`src/rtl/level_pkg.sv`:
```
// level_pkg
// Shared definitions for the tank level-sensor conditioner:
//   - debounce channel state encoding
//   - level code forced onto I/S while a sensor fault is latched
//   - default parameter values
package level_pkg;

  // Debounce channel state: STABLE while the synchronised sample matches the
  // held value, PEND while a differing sample is being counted.
  typedef enum logic {
    STABLE = 1'b0,
    PEND   = 1'b1
  } db_state_t;

  // Forced level code during a fault: report the tank as full so the pump
  // controller shuts off both pumps.
  localparam logic FAULT_I = 1'b1;
  localparam logic FAULT_S = 1'b1;

  localparam int DEFAULT_DEBOUNCE_CYCLES = 4;
  localparam int DEFAULT_FAULT_CYCLES    = 8;

endpackage

```
`src/rtl/debounce_channel.sv`:
```
// debounce_channel
// One raw float-switch input: 2-flop synchroniser followed by a debouncer.
// The held value only flips after DEBOUNCE_CYCLES consecutive synchronised
// samples that differ from it.
// Ports:
//   clk    in  system clock, rising edge
//   reset  in  synchronous active-high reset
//   raw    in  asynchronous raw switch input
//   level  out debounced (held) level
module debounce_channel
  import level_pkg::*;
#(
  parameter int DEBOUNCE_CYCLES = DEFAULT_DEBOUNCE_CYCLES
) (
  input  logic clk,
  input  logic reset,
  input  logic raw,
  output logic level
);

  localparam int CW = $clog2(DEBOUNCE_CYCLES) + 1;
  localparam logic [CW-1:0] LAST = CW'(DEBOUNCE_CYCLES - 1);

  logic          sync1_reg;
  logic          sync2_reg;
  db_state_t     state_reg, state_next;
  logic [CW-1:0] cnt_reg, cnt_next;
  logic          held_reg, held_next;

  always_comb begin
    state_next = state_reg;
    cnt_next   = cnt_reg;
    held_next  = held_reg;
    if (sync2_reg != held_reg) begin
      // The terminal count is only reachable from PEND because the legal
      // DEBOUNCE_CYCLES is at least 2, so LAST is never 0.
      if (state_reg == PEND && cnt_reg == LAST) begin
        held_next  = sync2_reg;
        cnt_next   = '0;
        state_next = STABLE;
      end else begin
        cnt_next   = cnt_reg + CW'(1);
        state_next = PEND;
      end
    end else begin
      cnt_next   = '0;
      state_next = STABLE;
    end
  end

  always_ff @(posedge clk) begin
    if (reset) begin
      sync1_reg <= 1'b0;
      sync2_reg <= 1'b0;
      state_reg <= STABLE;
      cnt_reg   <= '0;
      held_reg  <= 1'b0;
    end else begin
      sync1_reg <= raw;
      sync2_reg <= sync1_reg;
      state_reg <= state_next;
      cnt_reg   <= cnt_next;
      held_reg  <= held_next;
    end
  end

  assign level = held_reg;

endmodule

```
`src/rtl/level_sensor_conditioner.sv`:
```
// level_sensor_conditioner
// Conditions the raw low (i_raw) and high (s_raw) float switches into the
// clean I/S inputs of the two-pump controller. Each input is synchronised
// and debounced independently; a debounced pair of S=1, I=0 (water above the
// high switch but below the low one) held for FAULT_CYCLES cycles latches a
// sticky fault, during which I=S=1 is forced so both pumps stop.
// Ports:
//   clk        in  system clock, rising edge
//   reset      in  synchronous active-high reset
//   i_raw      in  raw low-level switch (asynchronous)
//   s_raw      in  raw high-level switch (asynchronous)
//   fault_clr  in  one-cycle fault clear request
//   I          out conditioned low-level signal
//   S          out conditioned high-level signal
//   fault      out sticky sensor-inconsistency flag
module level_sensor_conditioner
  import level_pkg::*;
#(
  parameter int DEBOUNCE_CYCLES = DEFAULT_DEBOUNCE_CYCLES,
  parameter int FAULT_CYCLES    = DEFAULT_FAULT_CYCLES
) (
  input  logic clk,
  input  logic reset,
  input  logic i_raw,
  input  logic s_raw,
  input  logic fault_clr,
  output logic I,
  output logic S,
  output logic fault
);

  localparam int FW = $clog2(FAULT_CYCLES) + 1;
  localparam logic [FW-1:0] FMAX = FW'(FAULT_CYCLES);

  // Bit 0 = low-level channel, bit 1 = high-level channel.
  logic [1:0] raw_vec;
  logic [1:0] level_vec;

  assign raw_vec = {s_raw, i_raw};

  generate
    for (genvar gi = 0; gi < 2; gi++) begin : g_ch
      debounce_channel #(
        .DEBOUNCE_CYCLES(DEBOUNCE_CYCLES)
      ) u_ch (
        .clk   (clk),
        .reset (reset),
        .raw   (raw_vec[gi]),
        .level (level_vec[gi])
      );
    end
  endgenerate

  logic          db_i;
  logic          db_s;
  logic          implausible;
  logic [FW-1:0] fcnt_reg, fcnt_next;
  logic          fault_reg, fault_next;

  assign db_i        = level_vec[0];
  assign db_s        = level_vec[1];
  assign implausible = db_s & ~db_i;

  always_comb begin
    fcnt_next  = '0;
    fault_next = fault_reg;
    if (implausible) begin
      fcnt_next = (fcnt_reg == FMAX) ? fcnt_reg : fcnt_reg + FW'(1);
    end
    if (fault_reg) begin
      // A clear is honoured only when the pair is consistent, which also
      // means the counter is already restarting from 0.
      if (fault_clr && !implausible) begin
        fault_next = 1'b0;
        fcnt_next  = '0;
      end
    end else if (fcnt_next == FMAX) begin
      fault_next = 1'b1;
    end
  end

  always_ff @(posedge clk) begin
    if (reset) begin
      fcnt_reg  <= '0;
      fault_reg <= 1'b0;
    end else begin
      fcnt_reg  <= fcnt_next;
      fault_reg <= fault_next;
    end
  end

  // Output mux selects between registered values only.
  assign I     = fault_reg ? FAULT_I : db_i;
  assign S     = fault_reg ? FAULT_S : db_s;
  assign fault = fault_reg;

endmodule

```
`config.mk`:
```
export PLATFORM = sky130hd
export DESIGN_NAME = level_sensor_conditioner
export DESIGN_NICKNAME = d
export VERILOG_FILES = /design/src/rtl/level_pkg.sv /design/src/rtl/debounce_channel.sv /design/src/rtl/level_sensor_conditioner.sv
export SDC_FILE = /design/constraint.sdc
export NUM_CORES = 1
export LEC_CHECK = 0
export ABC_CLOCK_PERIOD_IN_PS = 1780
export CORE_MARGIN = 3
export CORE_UTILIZATION = 52
export CTS_CLUSTER_DIAMETER = 30
export DETAILED_ROUTE_END_ITERATION = 7
export HOLD_SLACK_MARGIN = 0.06
export PLACE_DENSITY = 0.8
export RECOVER_POWER = 100
export SYNTH_ARGS = -nofsm -noshare
export SYNTH_HDL_FRONTEND = slang
export SYNTH_SLANG_ARGS = --single-unit
```
`constraint.sdc`:
```
create_clock -name clk -period 1.78 [get_ports clk]
set_input_delay 0.534 -clock clk [delete_from_list [all_inputs] [get_ports clk]]
set_output_delay 0.534 -clock clk [all_outputs]
set_load 0.02 [all_outputs]
```
==> summary.md <==
The flow ran to the end, and the final reports show no timing, DRC or antenna violations. Fill cells in the final layout number 120. The layer with the highest usage after global routing was met2.

Setup repair after global routing left no endpoint under its margin. The tools report the count of yosys warnings during synthesis as 0. Entering global routing, the biggest net connects 11 pins.

The post-layout net count came out at 101. Among all cell types in the netlist, the one instantiated most often is sky130_fd_sc_hd__dfxtp_1. The die covers 1955 um^2. Initial antenna violation count: 0. The tools report the core utilization of the finished layout as 66.14%.

STA classifies the critical path startpoint as a flip-flop. Of all cell types, the one taking the most synthesized area is sky130_fd_sc_hd__dfxtp_1. In this run, CTS created clock tree buffers numbering 3.

In the routed layout, each cell is associated on average with a via count of 4.962. The first global-routing pass estimated 2.194 mm of wire. The cell depth of the worst hold path works out to 1.

Among all flip-flop cells after synthesis, the most frequent one is sky130_fd_sc_hd__dfxtp_1. By area the synthesized netlist is led by sky130_fd_sc_hd__dfxtp_1 (50%), sky130_fd_sc_hd__ha_1 (9.9%), sky130_fd_sc_hd__xnor2_1 (3.5%), sky130_fd_sc_hd__and2_1 (3.3%), sky130_fd_sc_hd__nor2b_1 (3.3%). The total setup buffers inserted after CTS is 0, and the mean area per synthesized cell is 9.993 um^2.

0 antenna diodes ended up in the layout. The met1 usage is 18.64%. The endpoint identified for the worst register-to-register timing path is fault.

Input and output buffers added on the ports amount to 7. The tools report the post-route DRC violation count as 0. The path with the worst hold slack has its endpoint at g_ch[0].u_ch.cnt_reg[0]. VDD sags by at most 710.6 uV. In this run switching power makes up 19.00% of total power. The count of nets left with antenna violations after detail routing is 0, and the detailed placer's ending HPWL is 947.8 um.

In this run, synthesis inferred 0 flip-flops with an integrated enable. STA classifies the critical path endpoint as an output pin. The launch instance of the worst min-delay path was g_ch[0].u_ch.cnt_reg[0].

The switching power of the nets was 0.1247 mW. The die height is 44.22 um, and the vias after detailed routing is 516. Compared with the post-synthesis result, the final layout area differs by 16.15%. Setup violations remaining at the end of the flow were counted as 0. The first routing iteration left 2 violations.

The logs give 0.6561 mW for the total design power and 882.1 um^2 for the cell area after layout. For this design, the sink count on the clock tree is 19. Once placement finished, the instance area stood at 867.1 um^2. The startpoint of the worst-slack reg-to-reg timing path is fcnt_reg[1].

The actual transition at the worst max-transition pin works out to 0.4448 ns. By count the netlist is led by sky130_fd_sc_hd__dfxtp_1 (19), sky130_fd_sc_hd__ha_1 (6), sky130_fd_sc_hd__inv_1 (6), sky130_fd_sc_hd__nor2_1 (6), sky130_fd_sc_hd__nand2_1 (5). Summing every instance area after synthesis gives 759.5 um^2.

In the synthesized netlist, the number of instances is 76. The met3 global-route usage is 6.098%. The maximum level of the CTS H-tree is 1, and the endpoint arrival time on the critical path is 1.18 ns.

The distinct cell type count of the synthesized netlist was 23. Counting along the longest clock path gives a buffer depth of 2. The tools report the I/O pin count as 8. The total count of hold-check failures in the final report came out at 0. The worst min-delay path class is flip-flop to flip-flop. The max-slew violation total from the final report came out at 0.

Measured against its own limit, the worst slew margin works out to 70.35%. The number of global-route vias before repair is 516. The clock latency on the worst-skew pair was 0.28 ns; the post-synthesis net count was 87.

The worst setup skew after layout was 0.001246 ns. Before antenna repair, the detailed router went through 2 iterations. The initialized floorplan defines 13 standard-cell rows.

Across all register-to-register paths, the minimum setup slack is 0.15 ns. For the static leakage, the log shows 0.3755 nW. In this run the power density over the cells is 743.9 nW/um^2.

In the global route stage, overall resource usage came out at 15.82%. The share of synthesized flip-flops with an asynchronous set or reset is 0%. Setup total negative slack on the finished layout was measured at 0 ns. The tools report the remaining global-route overflow as 0. The tree is rooted in a sky130_fd_sc_hd__clkbuf_4. The internal power of the cells totals 0.5315 mW.

The core footprint was 1334 um^2; the effective utilization at floorplan was 56.94%. TritonCTS built the clock tree. Global routing consumed, on the met2 layer, 26.16% of the routing resources. The worst endpoint required time was 1.25 ns; the number of cells traversed by the worst register-to-register path was 6. The routed length per instance came out at 11.33 um. The routability congestion estimate is 0.8205. In this run the worst path has a maximum fanout of 5. The share of the synthesized area in the top cell type is 50.08%. The number of register bits inferred by synthesis was 19. The critical path class is flip-flop to output pin. The flip-flop count of the largest register after layout was 6; the die width was 44.22 um. The number of maximum-capacitance constraint violations was 0.

The share of total power dissipated in sequential elements is 66.2%. The clock network fraction of design power was 30.5%; the sequential-to-total area share from yosys stat was 50.08%. The ratio of cells with drive above 1 in the final layout came out at 12.36%. The smallest clock period supported by the final layout is computed as 1.716 ns. Dividing the final minimum period by the clock period gives 96.42%. For this block, the routed nets add up to 1.178 mm of wire. Static timing analysis puts the maximum clock frequency at 582.6 MHz. The clock transition at the registers of the reported paths was 0.09 ns; the fraction of power consumed by combinational cells was 3.2%.
cells in the final DEF (no fill, tap or decap), drive strengths merged:
cell and instances:
clkdlybuf4s15 1, dfxtp 19, buf 2, nand4bb 1, ha 6, xor2 2, nor3 2, or2 2
inv 6, nand2 5, clkdlybuf4s50 3, nand3 4, or2b 1, and2 4, clkbuf 6, a21oi 2
nor2 6, dlygate4sd3 1, nor2b 4, o31a 1, mux2i 1, a21bo 1, a31oi 1, o21a 1
or3b 2, dlygate4sd2 1, xnor2 3, a2111oi 1
critical path, stage by stage, from the launching register on:
cell	delay, ns
sky130_fd_sc_hd__dfxtp_1	0.35
sky130_fd_sc_hd__or2_2	0.27
sky130_fd_sc_hd__clkdlybuf4s15_1	0.28
worst max path at each step:
stage / start / end
floorplan: fcnt_reg[0] / fault
global placement: reset / g_ch[0].u_ch.cnt_reg[1]
detailed placement: reset / g_ch[1].u_ch.cnt_reg[1]
CTS: g_ch[1].u_ch.level / S
global route: fault / I
finish: fault / I
kinds of logic (layout without fill, tap and decap cells):
logic type / after synthesis / in the layout / synth area share, %
simple gates: 31 / 31 / 22.57
buf+inv: 7 / 20 / 3.459
compound gates: 7 / 7 / 6.921
mux: 1 / 1 / 1.318
fa+ha+maj: 6 / 6 / 9.884
xor+xnor: 5 / 5 / 5.767
flops: 19 / 19 / 50.08
per-stage QoR:
step | setup WS (ns) | cells | hold slack [ns]
final | 0.06368 | 104 | 0.4241
after global placement | 0.07580 | 100 | 0.4108
after CTS | 0.004679 | 104 | 0.4259
after global routing | 0.006029 | 104 | 0.4518
after floorplan | 0.3183 | 76 | 0.3972
after detailed placement | 0.03962 | 100 | 0.4116
layout make-up:
| type | instances | area (um^2) | share of cell area [%] |
|---|---|---|---|
| inverter | 6 | 22.52 | 2.553 |
| multi-input combinational | 50 | 352.8 | 40.00 |
| tap | 15 | 18.77 | 2.128 |
| clock buffer | 4 | 26.28 | 2.979 |
| timing repair buffer | 10 | 81.33 | 9.220 |
| sequential | 19 | 380.4 | 43.12 |
layer usage:
layer	vias up	routed length [um]
met3	2	57
met4	0	8
li1	275	-
met5	-	0
met1	231	536
met2	8	575
what timing repair did:
item                                   in CTS  in global routing
resized for setup                           4                  2
pin swaps                                   0                  0
hold buffers                                0                  0
setup endpoints to repair                   3                  2
endpoints found under the hold margin       0                  0
power groups by stage:
stage	combinational [mW]	clock [mW]	sequential [mW]
final	0.0212	0.200	0.435
after global routing	0.0244	0.227	0.436
after CTS	0.0235	0.214	0.435
after detailed placement	0.0232	0	0.445
after global placement	0.0221	0	0.444
after floorplan	0.0102	0	0.444
No activity file was read; power rests on OpenSTA's default activity.
